**config.mk**
```make
export PLATFORM = sky130hd
export DESIGN_NAME = mult_share_arbiter
export DESIGN_NICKNAME = d
export VERILOG_FILES = /design/src/rtl/mult_pkg.sv /design/src/rtl/rr_arbiter.sv /design/src/rtl/mult_share_arbiter.sv
export SDC_FILE = /design/constraint.sdc
export NUM_CORES = 1
export LEC_CHECK = 0
export CORE_ASPECT_RATIO = 0.6
export CORE_MARGIN = 3
export CORE_UTILIZATION = 38
export DETAILED_ROUTE_END_ITERATION = 7
export GPL_TIMING_DRIVEN = 0
export PLACE_DENSITY_LB_ADDON = 0.12
export SYNTH_ARGS = -nofsm -noshare
export SYNTH_HDL_FRONTEND = slang
export SYNTH_SLANG_ARGS = --single-unit
```
**constraint.sdc**
```tcl
create_clock -name clk -period 1.68 [get_ports clk]
set_input_delay 0.336 -clock clk [delete_from_list [all_inputs] [get_ports clk]]
set_output_delay 0.336 -clock clk [all_outputs]
set_load 0.02 [all_outputs]
```
**src/rtl/mult_pkg.sv**
```systemverilog
// Shared definitions for the multiplier-sharing scheduler: FSM states and
// default sizing, including the default timeout derived from operand width.
package mult_pkg;

    localparam int DEF_WIDTH   = 4;
    localparam int DEF_NUM_REQ = 4;

    // Worst-case multiplier latency plus slack; a slower op is abandoned.
    function automatic int timeout_default(input int width);
        return 2 * width + 8;
    endfunction

    typedef enum logic [2:0] {
        S_IDLE,
        S_ISSUE,
        S_WAIT,
        S_CAPT,
        S_RESP
    } state_e;

endpackage

```
**src/rtl/rr_arbiter.sv**
```systemverilog
// Combinational rotate-priority picker: returns the first set request bit
// found searching upward from last_grant+1 with wrap, plus an any-request flag.
module rr_arbiter #(
    parameter int N  = 4,
    parameter int IW = $clog2(N)
) (
    input  logic [N-1:0]  req,
    input  logic [IW-1:0] last_grant,
    output logic [IW-1:0] grant,
    output logic          any_req
);

    always_comb begin
        int  idx;
        logic found;
        grant = '0;
        found = 1'b0;
        idx   = 0;
        for (int k = 1; k <= N; k++) begin
            idx = int'(last_grant) + k;
            if (idx >= N) idx = idx - N;
            if (!found && req[idx]) begin
                found = 1'b1;
                grant = IW'(idx);
            end
        end
        any_req = |req;
    end

endmodule

```
**src/rtl/mult_share_arbiter.sv**
```systemverilog
// Round-robin scheduler sharing one sequential multiplier among NUM_REQ
// requesters; owns the multiplier's start pulse and operand buses.
//
// Handshake: a requester raises req[i] with stable operands and holds them
// until ack[i] pulses for one cycle; resp_product/resp_err are valid only in
// that ack cycle. A req still high in the following IDLE cycle is a new request.
module mult_share_arbiter
    import mult_pkg::*;
#(
    parameter int WIDTH   = DEF_WIDTH,
    parameter int NUM_REQ = DEF_NUM_REQ,
    parameter int TIMEOUT = timeout_default(DEF_WIDTH)
) (
    input  logic                     clk,
    input  logic                     rst,
    input  logic [NUM_REQ-1:0]       req,
    input  logic [NUM_REQ*WIDTH-1:0] req_a,
    input  logic [NUM_REQ*WIDTH-1:0] req_b,
    output logic [NUM_REQ-1:0]       ack,
    output logic [2*WIDTH-1:0]       resp_product,
    output logic                     resp_err,
    output logic                     busy,
    output logic                     mul_start,
    output logic [WIDTH-1:0]         mul_md,
    output logic [WIDTH-1:0]         mul_mr,
    input  logic                     mul_done,
    input  logic [2*WIDTH-1:0]       mul_product
);

    localparam int IDXW = $clog2(NUM_REQ);
    localparam int CNTW = $clog2(TIMEOUT + 1);

    state_e               state_q, state_d;
    logic [IDXW-1:0]      grant_q, grant_d;
    logic [IDXW-1:0]      last_grant_q, last_grant_d;
    logic [WIDTH-1:0]     md_q, md_d;
    logic [WIDTH-1:0]     mr_q, mr_d;
    logic [CNTW-1:0]      cnt_q, cnt_d;
    logic                 err_q, err_d;
    logic [2*WIDTH-1:0]   product_q, product_d;

    logic [IDXW-1:0]      pick_idx;
    logic                 any_req;

    rr_arbiter #(.N(NUM_REQ), .IW(IDXW)) u_rr (
        .req        (req),
        .last_grant (last_grant_q),
        .grant      (pick_idx),
        .any_req    (any_req)
    );

    always_ff @(posedge clk) begin
        if (rst) begin
            state_q      <= S_IDLE;
            grant_q      <= '0;
            last_grant_q <= IDXW'(NUM_REQ - 1);
            md_q         <= '0;
            mr_q         <= '0;
            cnt_q        <= '0;
            err_q        <= 1'b0;
            product_q    <= '0;
        end else begin
            state_q      <= state_d;
            grant_q      <= grant_d;
            last_grant_q <= last_grant_d;
            md_q         <= md_d;
            mr_q         <= mr_d;
            cnt_q        <= cnt_d;
            err_q        <= err_d;
            product_q    <= product_d;
        end
    end

    always_comb begin
        state_d      = state_q;
        grant_d      = grant_q;
        last_grant_d = last_grant_q;
        md_d         = md_q;
        mr_d         = mr_q;
        cnt_d        = cnt_q;
        err_d        = err_q;
        product_d    = product_q;
        unique case (state_q)
            S_IDLE: begin
                if (any_req) begin
                    grant_d      = pick_idx;
                    last_grant_d = pick_idx;
                    md_d         = req_a[int'(pick_idx) * WIDTH +: WIDTH];
                    mr_d         = req_b[int'(pick_idx) * WIDTH +: WIDTH];
                    state_d      = S_ISSUE;
                end
            end
            S_ISSUE: begin
                cnt_d   = '0;
                state_d = S_WAIT;
            end
            S_WAIT: begin
                cnt_d = cnt_q + CNTW'(1);
                // A done arriving on the timeout cycle still wins.
                if (mul_done) begin
                    state_d = S_CAPT;
                end else if (cnt_q == CNTW'(TIMEOUT)) begin
                    err_d     = 1'b1;
                    product_d = '0;
                    state_d   = S_RESP;
                end
            end
            S_CAPT: begin
                product_d = mul_product;
                state_d   = S_RESP;
            end
            S_RESP: begin
                err_d   = 1'b0;
                state_d = S_IDLE;
            end
            default: state_d = S_IDLE;
        endcase
    end

    always_comb begin
        for (int i = 0; i < NUM_REQ; i++) begin
            ack[i] = (state_q == S_RESP) && (grant_q == IDXW'(i));
        end
    end

    assign resp_product = product_q;
    assign resp_err     = (state_q == S_RESP) && err_q;
    assign busy         = (state_q != S_IDLE);
    assign mul_start    = (state_q == S_ISSUE);
    assign mul_md       = md_q;
    assign mul_mr       = mr_q;

endmodule
```
==> impl_metrics.env, run 1 <==
export IMPL_cts_tree="yes"
export IMPL_peakVddDrop_uv=356.8
export IMPL_rows=17
export IMPL_fin_util_pct=67.49
export IMPL_cp_max_fo=4
export IMPL_htreeDepth=2
export IMPL_drt_first_pass_iters=4
export IMPL_setup_ws_ns=0.04974
export IMPL_p_comb_share_pct=37.1
export IMPL_grt_max_degree=11
export IMPL_synth_distinct_cells=42
export IMPL_routed_wl_mm=4.483
export IMPL_synthFlopType="dfxtp_1"
export IMPL_cp_required_ns=1.34
export IMPL_area_growth_pct=61.11
export IMPL_via_per_inst=5.019
export IMPL_final_area_sq_um=2613
export IMPL_num_io_pins=70
export IMPL_routedWlPerCell_um=13.84
export IMPL_syn_inst=185
export IMPL_ys_ff_latch=29
export IMPL_die_width_um=90.34
export IMPL_drc=0
export IMPL_drive_gt1_share_pct=21.72
export IMPL_cp_end_kind="primary output"
export IMPL_cts_buffers=5
export IMPL_final_fill_count=344
export IMPL_min_period_ns=1.630
export IMPL_clockBufferDepth=2
export IMPL_seqPwrFrac_pct=34.5
export IMPL_clk_latency_ns=0.28
export IMPL_fin_total_pwr_w=0.002415
export IMPL_relSlewSlack_pct=64.34
export IMPL_fin_crit_sh_pct=97.04
export IMPL_finalSetupViolations=0
export IMPL_switchingPower_w=0.0007236
export IMPL_grt_pass1_wl_mm=7.307
export IMPL_fp_dieH_um=56.60
export IMPL_critical_path_startpoint_type="flip-flop"
export IMPL_clk_pin_slew_worst_paths_ns=0.06
export IMPL_drt_iter0_markers=52
export IMPL_place_area_sq_um=2389
export IMPL_leakage_nw=1.067
export IMPL_swShare_pct=29.96
export IMPL_avgSynthCellArea_sq_um=8.765
export IMPL_ant_nets=0
export IMPL_finalHoldViolCount=0
export IMPL_diodes=0
export IMPL_gp_congestion=0.7708
export IMPL_ys_warn_count=0
export IMPL_drv_cap=0
export IMPL_status="complete, no violations"
export IMPL_grt_use_total_pct=17.85
export IMPL_timing_hold_ws_ns=0.4848
export IMPL_antenna_found_initial=0
export IMPL_finalMaxSlewViolations=0
export IMPL_via_count=1626
export IMPL_synth_net_count=234
export IMPL_hpwl_mm=3.381
export IMPL_clkPwrFrac_pct=28.4
export IMPL_ys_async_sr_fraction_pct=0
export IMPL_yosysSeqAreaShare_pct=35.80
export IMPL_arrival_ns=1.29
export IMPL_dieArea_sq_um=5113
export IMPL_hold_class="flip-flop to flip-flop"
export IMPL_synth_edf_count=0
export IMPL_timing_worst_setup_path_type="flip-flop to primary output"
export IMPL_grt_pass1_vias=1497
export IMPL_clock_sinks=29
export IMPL_skew_ns=0.004433
export IMPL_rsz0062_at_grt="true"
export IMPL_clockRootBuffer="clkbuf_8"
export IMPL_ctsHoldBuffers=0
export IMPL_pre_cts_ws_ns=-0.6599
export IMPL_port_buffers=69
export IMPL_core_sq_um=3871
export IMPL_fmax_ghz=0.6134
export IMPL_grt_overflow_total=0
export IMPL_synth_area_sq_um=1622
export IMPL_intPower_w=0.001692
export IMPL_start_util_pct=41.89
export IMPL_p_per_area_nw_per_um2=924.5
export IMPL_fin_nets=316
export IMPL_worst_pin_slew_ns=0.5320
area by class of cell:
cell class | instances | area (sq um) | share of cell area [%]
Sequential cell | 29 | 588.1 | 22.51
Inverter | 7 | 26.28 | 1.006
Buffer | 10 | 75.07 | 2.874
Tap cell | 57 | 71.32 | 2.730
Clock buffer | 5 | 68.82 | 2.634
Clock inverter | 2 | 35.03 | 1.341
Timing Repair Buffer | 76 | 740.7 | 28.35
Multi-Input combinational cell | 138 | 1007 | 38.55
worst max-delay path, cell delays in order (launching register included):
cell,delay (ns)
dfxtp_4,0.36
nor3_2,0.27
inv_1,0.06
dlygate4sd2_1,0.33
power by group through the flow:
stage                     clock network (W)  logic (W)  registers (W)
after global placement                    0   0.000804       0.000835
after detailed placement                  0   0.000811       0.000838
after CTS                          0.000695   0.000886       0.000826
final                              0.000686   0.000897       0.000832
after floorplan                           0   0.000448       0.000884
after global routing               0.000719   0.000978       0.000844
stage by stage:
| step | TNS, ns | instances |
|---|---|---|
| finish | 0 | 324 |
| CTS | 0 | 322 |
| floorplan | 0 | 185 |
| global placement | -10.19 | 311 |
| global route | -0.06134 | 324 |
| detailed placement | -10.82 | 311 |
registers in the layout, indices dropped and copies added (netlist names):
name,cells
cnt_q,5
state_q,3
resp_product,8
last_grant_q,2
err_q,1
mul_mr,4
mul_md,4
grant_q,2
per-layer routing:
layer	part of all wire, %	global-route usage (%)	up-vias
met1	50	26.57	733
li1	-	-	823
met2	40	23.46	65
met3	9.2	6.560	5
met5	0	0	-
met4	1.0	5.229	0
repair_timing:
item / CTS / global route
resized for setup: 44 / 19
pin swaps: 2 / 2
setup endpoints to repair: 27 / 24
cloned: 1 / 0
buffers inserted: 3 / 3
synth_stat cells, types with 2 or more instances:
| cell | instances | area share, % |
|---|---|---|
| inv_1 | 7 | 1.6 |
| nand2b_1 | 2 | 0.77 |
| mux2_4 | 6 | 5.6 |
| nor3_1 | 3 | 0.93 |
| mux2i_1 | 18 | 11 |
| dfxtp_1 | 29 | 36 |
| nand2_1 | 12 | 2.8 |
| clkbuf_1 | 7 | 1.6 |
| nand3b_1 | 8 | 3.7 |
| o21ai_1 | 4 | 1.2 |
| and3_1 | 2 | 0.77 |
| ha_1 | 2 | 1.5 |
| o21ai_0 | 6 | 1.9 |
| nor2_1 | 26 | 6.0 |
| o21ai_2 | 7 | 3.8 |
| nor3b_1 | 2 | 0.93 |
| a22oi_1 | 9 | 4.2 |
| mux2_2 | 3 | 2.1 |
| a21oi_1 | 9 | 2.8 |
path summary, 6_finish.rpt:
check                                     from                      to  slack [ns]  cells past startpoint
setup / recovery       state_q[2]$_SDFFE_PP0P_                    busy        0.05                      3
hold / removal          mul_md[2]$_SDFFE_PP0P_  mul_md[2]$_SDFFE_PP0P_        0.48                      2
setup reg to reg  last_grant_q[0]$_SDFFE_PP1P_  mul_mr[2]$_SDFFE_PP0P_        0.08                      7
hold reg to reg         mul_md[2]$_SDFFE_PP0P_  mul_md[2]$_SDFFE_PP0P_        0.48                      2
cells by family after synthesis:
kind of cell / share of synthesized area [%]
AND/OR/NAND/NOR: 20.22
adder cells (fa/ha/maj): 1.543
multiplexers: 18.75
AO/OA/AOI/OAI: 18.21
buffers and inverters: 5.479
flip-flops: 35.80
cell usage in the layout, fill, tap and decap left out, drive strengths merged, types with 2 or more instances in the layout:
master and instances:
a21oi 9, a22oi 9, and3 2, buf 18
clkbuf 12, clkdlybuf4s50 58, dfxtp 29, dlygate4sd2 3
ha 2, inv 7, mux2 9, mux2i 18
nand2 12, nand2b 2, nand3b 8, nor2 26
nor3 4, nor3b 2, o21ai 17, or2 2
No activity file was read; power rests on OpenSTA's default activity.
==> inputs of run 2 (changes only) <==
--- a/config.mk
+++ b/config.mk
@@ -7,7 +7,8 @@
 export LEC_CHECK = 0
 export CORE_ASPECT_RATIO = 0.6
 export CORE_MARGIN = 3
-export CORE_UTILIZATION = 38
+export CORE_UTILIZATION = 39
+export CTS_BUF_LIST = sky130_fd_sc_hd__clkbuf_4
 export DETAILED_ROUTE_END_ITERATION = 7
 export GPL_TIMING_DRIVEN = 0
 export PLACE_DENSITY_LB_ADDON = 0.12
==> run 2 against run 1 <==
  * Largest power group unchanged
  * Wire length is 0.96% lower
  * Via count is 1.4% lower
  * Critical path depth is 1 higher
  * The flow now finishes with violations (negative setup slack)
  * Critical path type unchanged
==> impl_metrics.env, run 2 (synthesized netlist as in run 1, its figures left out) <==
export IMPL_status="finished with violations"
export IMPL_violations="negative setup slack"
export IMPL_timing_hold_ws_ns=0.4884
export IMPL_start_util_pct=42.35
export IMPL_path_buf_inv=2
export IMPL_grt_overflow_total=0
export IMPL_clockBufferDepth=2
export IMPL_cts_tree="yes"
export IMPL_rr_startpoint="last_grant_q[0]$_SDFFE_PP1P_"
export IMPL_routedWlPerCell_um=14.14
export IMPL_rsz0062_at_grt="true"
export IMPL_peakVddDrop_uv=334.7
export IMPL_switchingPower_w=0.0007372
export IMPL_mostFrequentLayoutCells="clkdlybuf4s50_1 (52), nor2_1 (25), dfxtp_1 (22)"
export IMPL_critPathSlowestCell="dfxtp_4"
export IMPL_area_growth_pct=61.27
export IMPL_swShare_pct=34.24
export IMPL_critical_path_top_delay_family="flip-flops"
export IMPL_gp_congestion=0.8210
export IMPL_layout_cells_most_common="clkdlybuf4s50_1"
export IMPL_p_comb_share_pct=41.8
export IMPL_clk_latency_ns=0.33
export IMPL_timing_worst_setup_path_type="flip-flop to primary output"
export IMPL_htreeDepth=2
export IMPL_port_buffers=69
export IMPL_min_period_ns=1.684
export IMPL_intPower_w=0.001416
export IMPL_drt_first_pass_iters=5
export IMPL_fin_nets=315
export IMPL_cts_buffers=5
export IMPL_skew_ns=0.008833
export IMPL_relSlewSlack_pct=63.50
export IMPL_place_inst=301
export IMPL_hold_path_end="mul_md[2]$_SDFFE_PP0P_"
export IMPL_hold_class="flip-flop to flip-flop"
export IMPL_via_count=1604
export IMPL_clockRootBuffer="clkbuf_4"
export IMPL_antenna_found_initial=0
export IMPL_clk_pin_slew_worst_paths_ns=0.09
export IMPL_finalNonFillerCells=314
export IMPL_drt_iter0_markers=90
export IMPL_r2r_end="mul_mr[3]$_SDFFE_PP0P_"
export IMPL_drc=0
export IMPL_seqPwrFrac_pct=38.8
export IMPL_ant_nets=0
export IMPL_grt_max_degree=11
export IMPL_die_width_um=89.25
export IMPL_rows=17
export IMPL_via_per_inst=5.108
export IMPL_grt_pass1_wl_mm=7.272
export IMPL_num_io_pins=70
export IMPL_hpwl_mm=3.194
export IMPL_clock_sinks=29
export IMPL_min_path_cells=2
export IMPL_fp_dieH_um=55.95
export IMPL_leakage_nw=1.157
export IMPL_rr_worst_depth=7
export IMPL_setup_ws_ns=-0.004083
export IMPL_cp_required_ns=1.34
export IMPL_fin_crit_sh_pct=100.2
export IMPL_finalHoldViolCount=0
export IMPL_fmax_ghz=0.5938
export IMPL_arrival_ns=1.35
export IMPL_grt_use_total_pct=18.56
export IMPL_cp_max_fo=5
export IMPL_drv_cap=0
export IMPL_diodes=0
export IMPL_core_sq_um=3829
export IMPL_routed_wl_mm=4.440
export IMPL_cp_cell_sequence="buf_8, and3_4, nor3b_2, buf_4"
export IMPL_finalSetupViolations=1
export IMPL_cpPeakStageDelay_ns=0.40
export IMPL_r2r_slack_ns=0.02
export IMPL_grt_pass1_vias=1522
export IMPL_dieArea_sq_um=4993
export IMPL_largest_reg_flops=8
export IMPL_critical_path_startpoint_type="flip-flop"
export IMPL_worst_pin_slew_ns=0.5446
export IMPL_clkPwrFrac_pct=19.4
export IMPL_finalMaxSlewViolations=0
export IMPL_cp_end_kind="primary output"
export IMPL_pre_cts_ws_ns=-0.6430
export IMPL_drive_gt1_share_pct=24.72
export IMPL_p_per_area_nw_per_um2=823.3
export IMPL_min_from="mul_md[2]$_SDFFE_PP0P_"
[run 2: worst max-delay path by stage]
| stage | endpoint | depth (start not counted) | slack, ns | from |
|---|---|---|---|---|
| after floorplan | mul_md[1]$_SDFFE_PP0P_ | 7 | 0.03 | req[1] |
| after global placement | mul_md[1]$_SDFFE_PP0P_ | 8 | -0.63 | req[1] |
| after detailed placement | mul_md[0]$_SDFFE_PP0P_ | 8 | -0.64 | req[1] |
| after CTS | ack[0] | 4 | -0.03 | state_q[2]$_SDFFE_PP0P_ |
| after global routing | ack[2] | 5 | -0.06 | state_q[2]$_SDFFE_PP0P_ |
| final | ack[0] | 4 | -0.004 | state_q[2]$_SDFFE_PP0P_ |
[run 2: repair_timing]
| item | 4_1_cts | 5_1_grt |
|---|---|---|
| pin swaps | 0 | 4 |
| endpoints found under the setup margin | 23 | 30 |
| buffers inserted | 4 | 1 |
| gates resized for setup | 45 | 37 |
| hold buffers | 0 | 0 |
| gates cloned | 0 | 1 |
[run 2: final cells by class]
type | instances | area, sq um
Inverter | 7 | 28.78
Sequential cell | 29 | 596.8
Timing Repair Buffer | 75 | 778.2
Fill cell | 318 | 1214
Buffer | 10 | 73.82
Clock buffer | 5 | 37.54
Multi-Input combinational cell | 138 | 1023
Clock inverter | 3 | 17.52
Tap cell | 47 | 58.81
[run 2: power groups by stage]
stage | Sequential (W) | Combinational, W | Clock [W]
2_1_floorplan | 0.000884 | 0.000448 | 0
3_3_place_gp | 0.000834 | 0.000805 | 0
3_5_place_dp | 0.000836 | 0.000806 | 0
4_1_cts | 0.000825 | 0.000848 | 0.000425
5_1_grt | 0.000852 | 0.000968 | 0.000457
6_report | 0.000836 | 0.000900 | 0.000417
[run 2: worst reg2reg max path, stage by stage, from the launching register on]
cell and delay, ns:
dfxtp_2 0.35, nand2b_4 0.14, a311oi_2 0.26, buf_4 0.21, buf_12 0.14, mux2i_2 0.23
mux2_4 0.19, o21ai_2 0.04
[run 2: per-stage QoR]
| stage | cell area (sq um) | power, W | util, % | TNS, ns |
|---|---|---|---|---|
| 2_1_floorplan | 1627 | 0.001332 | - | 0 |
| 3_3_place_gp | 2376 | 0.001639 | 62.06 | -10.39 |
| 3_5_place_dp | 2376 | 0.001642 | 62.06 | -10.93 |
| 4_1_cts | 2505 | 0.002099 | 65.42 | -0.04499 |
| 5_1_grt | 2615 | 0.002277 | 68.30 | -0.3714 |
| 6_report | 2615 | 0.002153 | 68.30 | -0.004083 |
[run 2: layer usage]
layer	track usage, %	vias to the layer above	routed length, um
met3	5.917	7	318
met2	25.08	56	1757
met4	4.459	0	56
met1	28.10	716	2307
li1	-	825	-
met5	0	-	0
==> inputs of run 3 (changes only) <==
--- a/config.mk
+++ b/config.mk
@@ -5,10 +5,14 @@
 export SDC_FILE = /design/constraint.sdc
 export NUM_CORES = 1
 export LEC_CHECK = 0
+export ABC_AREA = 1
+export CELL_PAD_IN_SITES_DETAIL_PLACEMENT = 1
+export CELL_PAD_IN_SITES_GLOBAL_PLACEMENT = 2
 export CORE_ASPECT_RATIO = 0.6
 export CORE_MARGIN = 3
-export CORE_UTILIZATION = 39
+export CORE_UTILIZATION = 21
 export CTS_BUF_LIST = sky130_fd_sc_hd__clkbuf_4
+export CTS_CLUSTER_SIZE = 28
 export DETAILED_ROUTE_END_ITERATION = 7
 export GPL_TIMING_DRIVEN = 0
 export PLACE_DENSITY_LB_ADDON = 0.12
==> run 3 against run 2 <==
  * The flow still finishes with violations (negative setup slack)
  * Clock-buffer cell count did not move
  * Global-route usage fell by 2.5 points
  * Combinational power rose to 4.9 times the previous value
  * Sequential power rose by 15%
  * Power rose to 2.7 times the previous value
  * Register-to-register slack got worse by 0.18 ns
  * Non-clock buffer count rose by 24
  * Critical endpoint is now mul_mr[3]$_SDFFE_PP0P_
==> impl_metrics.env, run 3 <==
export IMPL_status="finished with violations"
export IMPL_violations="negative setup slack"
export IMPL_place_inst=426
export IMPL_cts_buffers=5
export IMPL_min_period_ns=1.837
export IMPL_cts_tree="yes"
export IMPL_rr_startpoint="last_grant_q[0]$_SDFFE_PP1P_"
export IMPL_r2r_end="mul_mr[3]$_SDFFE_PP0P_"
export IMPL_fin_total_pwr_w=0.005843
export IMPL_skew_ns=0.01143
export IMPL_largest_reg_flops=8
export IMPL_grt_overflow_total=0
export IMPL_timing_worst_setup_path_type="flip-flop to flip-flop"
export IMPL_critical_path_startpoint_type="flip-flop"
export IMPL_clock_sinks=29
export IMPL_swShare_pct=49.91
export IMPL_cp_cell_sequence="buf_12, nand2_4, nand2_4, nand2_4, nand2_4, o21bai_1, nand2_1, nand2_4, nand2_8, buf_6, nand2_2, nand3_2, nand3_2, a21oi_1"
export IMPL_intPower_w=0.002927
export IMPL_yosysSeqAreaShare_pct=33.60
export IMPL_tns_ns=-1.375
export IMPL_hold_class="primary input to flip-flop"
export IMPL_setup_ws_ns=-0.1571
export IMPL_via_count=2204
export IMPL_grt_pass1_vias=2241
export IMPL_start_util_pct=22.65
export IMPL_clkPwrFrac_pct=7.3
export IMPL_routedWlPerCell_um=16.34
export IMPL_r2r_slack_ns=-0.16
export IMPL_crit_path_end="mul_mr[3]$_SDFFE_PP0P_"
export IMPL_ys_ff_latch=29
export IMPL_worst_pin_slew_ns=0.6846
export IMPL_synthFlopType="dfxtp_1"
export IMPL_critPathSlowestCell="dfxtp_4"
export IMPL_synth_net_count=303
export IMPL_drv_cap=0
export IMPL_seqPwrFrac_pct=16.5
export IMPL_synth_top_area_share_pct=33.60
export IMPL_drt_first_pass_iters=5
export IMPL_critical_path_top_delay_family="simple AND/OR/NAND/NOR gates"
export IMPL_layout_cells_most_common="clkdlybuf4s50_1"
export IMPL_cp_required_ns=1.88
export IMPL_grt_use_total_pct=16.03
export IMPL_core_sq_um=7627
export IMPL_yosys_top_cells_area="dfxtp_1 (34%), nand3_1 (15%), nand2_1 (14%)"
export IMPL_cp_end_kind="flip-flop"
export IMPL_drive_gt1_share_pct=40.38
export IMPL_rr_worst_depth=14
export IMPL_ys_warn_count=0
export IMPL_leakage_nw=1.567
export IMPL_switchingPower_w=0.002916
export IMPL_synth_edf_count=0
export IMPL_fin_nets=412
export IMPL_finalNonFillerCells=468
export IMPL_finalSetupViolations=13
export IMPL_cp_startpoint="last_grant_q[0]$_SDFFE_PP1P_"
export IMPL_synth_most_common_cell="nand2_1"
export IMPL_rsz0062_at_grt="true"
export IMPL_cpPeakStageDelay_ns=0.38
export IMPL_fp_dieH_um=76.26
export IMPL_mostFrequentLayoutCells="clkdlybuf4s50_1 (42), nand2_1 (39), buf_4 (30)"
export IMPL_num_io_pins=70
export IMPL_peakVddDrop_uv=662.2
export IMPL_clk_latency_ns=0.34
export IMPL_avgSynthCellArea_sq_um=6.803
export IMPL_dieArea_sq_um=9388
export IMPL_cp_max_fo=8
export IMPL_clk_pin_slew_worst_paths_ns=0.10
export IMPL_p_comb_share_pct=76.2
export IMPL_antenna_found_initial=0
export IMPL_p_per_area_nw_per_um2=1754
export IMPL_ys_async_sr_fraction_pct=0
export IMPL_synth_area_sq_um=1728
export IMPL_synth_distinct_cells=30
export IMPL_cp_depth=14
export IMPL_drt_iter0_markers=62
export IMPL_grt_pass1_wl_mm=11.83
export IMPL_via_per_inst=4.709
export IMPL_fmax_ghz=0.5443
export IMPL_syn_inst=254
export IMPL_fin_crit_sh_pct=109.4
export IMPL_pre_cts_ws_ns=-0.6655
export IMPL_ant_nets=0
export IMPL_clockBufferDepth=2
export IMPL_grt_max_degree=11
export IMPL_arrival_ns=2.04
export IMPL_path_buf_inv=2
export IMPL_routed_wl_mm=7.647
export IMPL_port_buffers=68
export IMPL_diodes=0
export IMPL_yosys_area_top_type="dfxtp_1"
export IMPL_ctsHoldBuffers=0
export IMPL_clockRootBuffer="clkbuf_4"
export IMPL_drc=0
export IMPL_finalHoldViolCount=0
export IMPL_synthTopCellsByCount="nand2_1 (65), nand3_1 (51), dfxtp_1 (29), inv_1 (17)"
export IMPL_gp_congestion=0.7580
export IMPL_area_growth_pct=92.76
export IMPL_rows=24
export IMPL_die_width_um=123.1
export IMPL_relSlewSlack_pct=54.19
export IMPL_finalMaxSlewViolations=0
export IMPL_cp_common_cell="nand2_4"
export IMPL_htreeDepth=2
export IMPL_hpwl_mm=5.161
[run 3: changes by cell type in the layout (fill, tap and decap cells not counted), sizes merged, moves of 9 or more]
cell / before / now
clkdlybuf4s50: 52 / 42
mux2: 9 / 0
o21ai: 17 / 3
nor2: 26 / 17
a22oi: 9 / 0
mux2i: 18 / 0
nand3: 1 / 51
inv: 7 / 23
buf: 14 / 43
nand2: 12 / 77
[run 3: cells by family after synthesis]
group,count (synthesis),synth area share [%]
buffers and inverters,32,8.326
adder cells (fa/ha/maj),2,1.448
AND/OR/NAND/NOR,155,42.94
flip-flops,29,33.60
AO/OA/AOI/OAI,36,13.69
[run 3: power groups by stage]
stage          clock (W)  combinational, W  sequential [W]
2_1_floorplan          0           0.00183        0.000988
3_3_place_gp           0           0.00273        0.000928
3_5_place_dp           0           0.00274        0.000927
4_1_cts         0.000445           0.00382        0.000928
5_1_grt         0.000480           0.00483        0.000985
6_report        0.000427           0.00445        0.000965
[run 3: worst min path at each step]
stage	from	to	slack [ns]	depth (start not counted)
global placement	mul_mr[3]$_SDFFE_PP0P_	mul_mr[3]$_SDFFE_PP0P_	0.46	2
detailed placement	mul_mr[0]$_SDFFE_PP0P_	mul_mr[0]$_SDFFE_PP0P_	0.47	2
finish	rst	state_q[1]$_SDFFE_PP0P_	0.39	2
CTS	rst	state_q[1]$_SDFFE_PP0P_	0.39	2
global route	rst	state_q[1]$_SDFFE_PP0P_	0.42	2
floorplan	cnt_q[4]$_SDFFE_PP0P_	cnt_q[4]$_SDFFE_PP0P_	0.44	1
[run 3: layout make-up]
cell class                 instances  area, sq um
clock buffer                       5        37.54
multi-input combinational        195         1380
tap                              104        130.1
timing repair buffer             100        987.2
clock inverter                     3        12.51
buffer                             9        75.07
timing repair inverter             1        6.256
inverter                          22        100.1
fill                             902         4297
sequential                        29        601.8
[run 3: through the flow]
step | hold slack [ns] | area [sq um] | utilization [%]
after floorplan | 0.4366 | 1728 | -
after global placement | 0.4562 | 2539 | 33.28
after detailed placement | 0.4670 | 2539 | 33.28
after CTS | 0.3896 | 2929 | 38.40
after global routing | 0.4184 | 3331 | 43.67
final | 0.3904 | 3331 | 43.67
[run 3: routing by layer]
layer | GRT usage [%] | wire, um | vias up
met4 | 2.983 | 19 | 0
met2 | 21.31 | 3220 | 50
met1 | 25.31 | 3935 | 1064
li1 | - | - | 1088
met3 | 4.303 | 471 | 2
met5 | 0 | 0 | -
[run 3: timing repair]
| item | 4_1_cts | 5_1_grt |
|---|---|---|
| gates resized for setup | 92 | 87 |
| endpoints found under the setup margin | 31 | 41 |
| cloned | 5 | 0 |
| setup buffers | 17 | 13 |
| pin swaps | 27 | 26 |
[run 3: worst register-to-register path: stages, from the launching register on]
cell and delay [ns]:
dfxtp_4 0.38, buf_12 0.15, nand2_4 0.06, nand2_4 0.06, nand2_4 0.09, nand2_4 0.06
o21bai_1 0.14, nand2_1 0.10, nand2_4 0.14, nand2_8 0.11, buf_6 0.14, nand2_2 0.05
nand3_2 0.07, nand3_2 0.08, a21oi_1 0.06
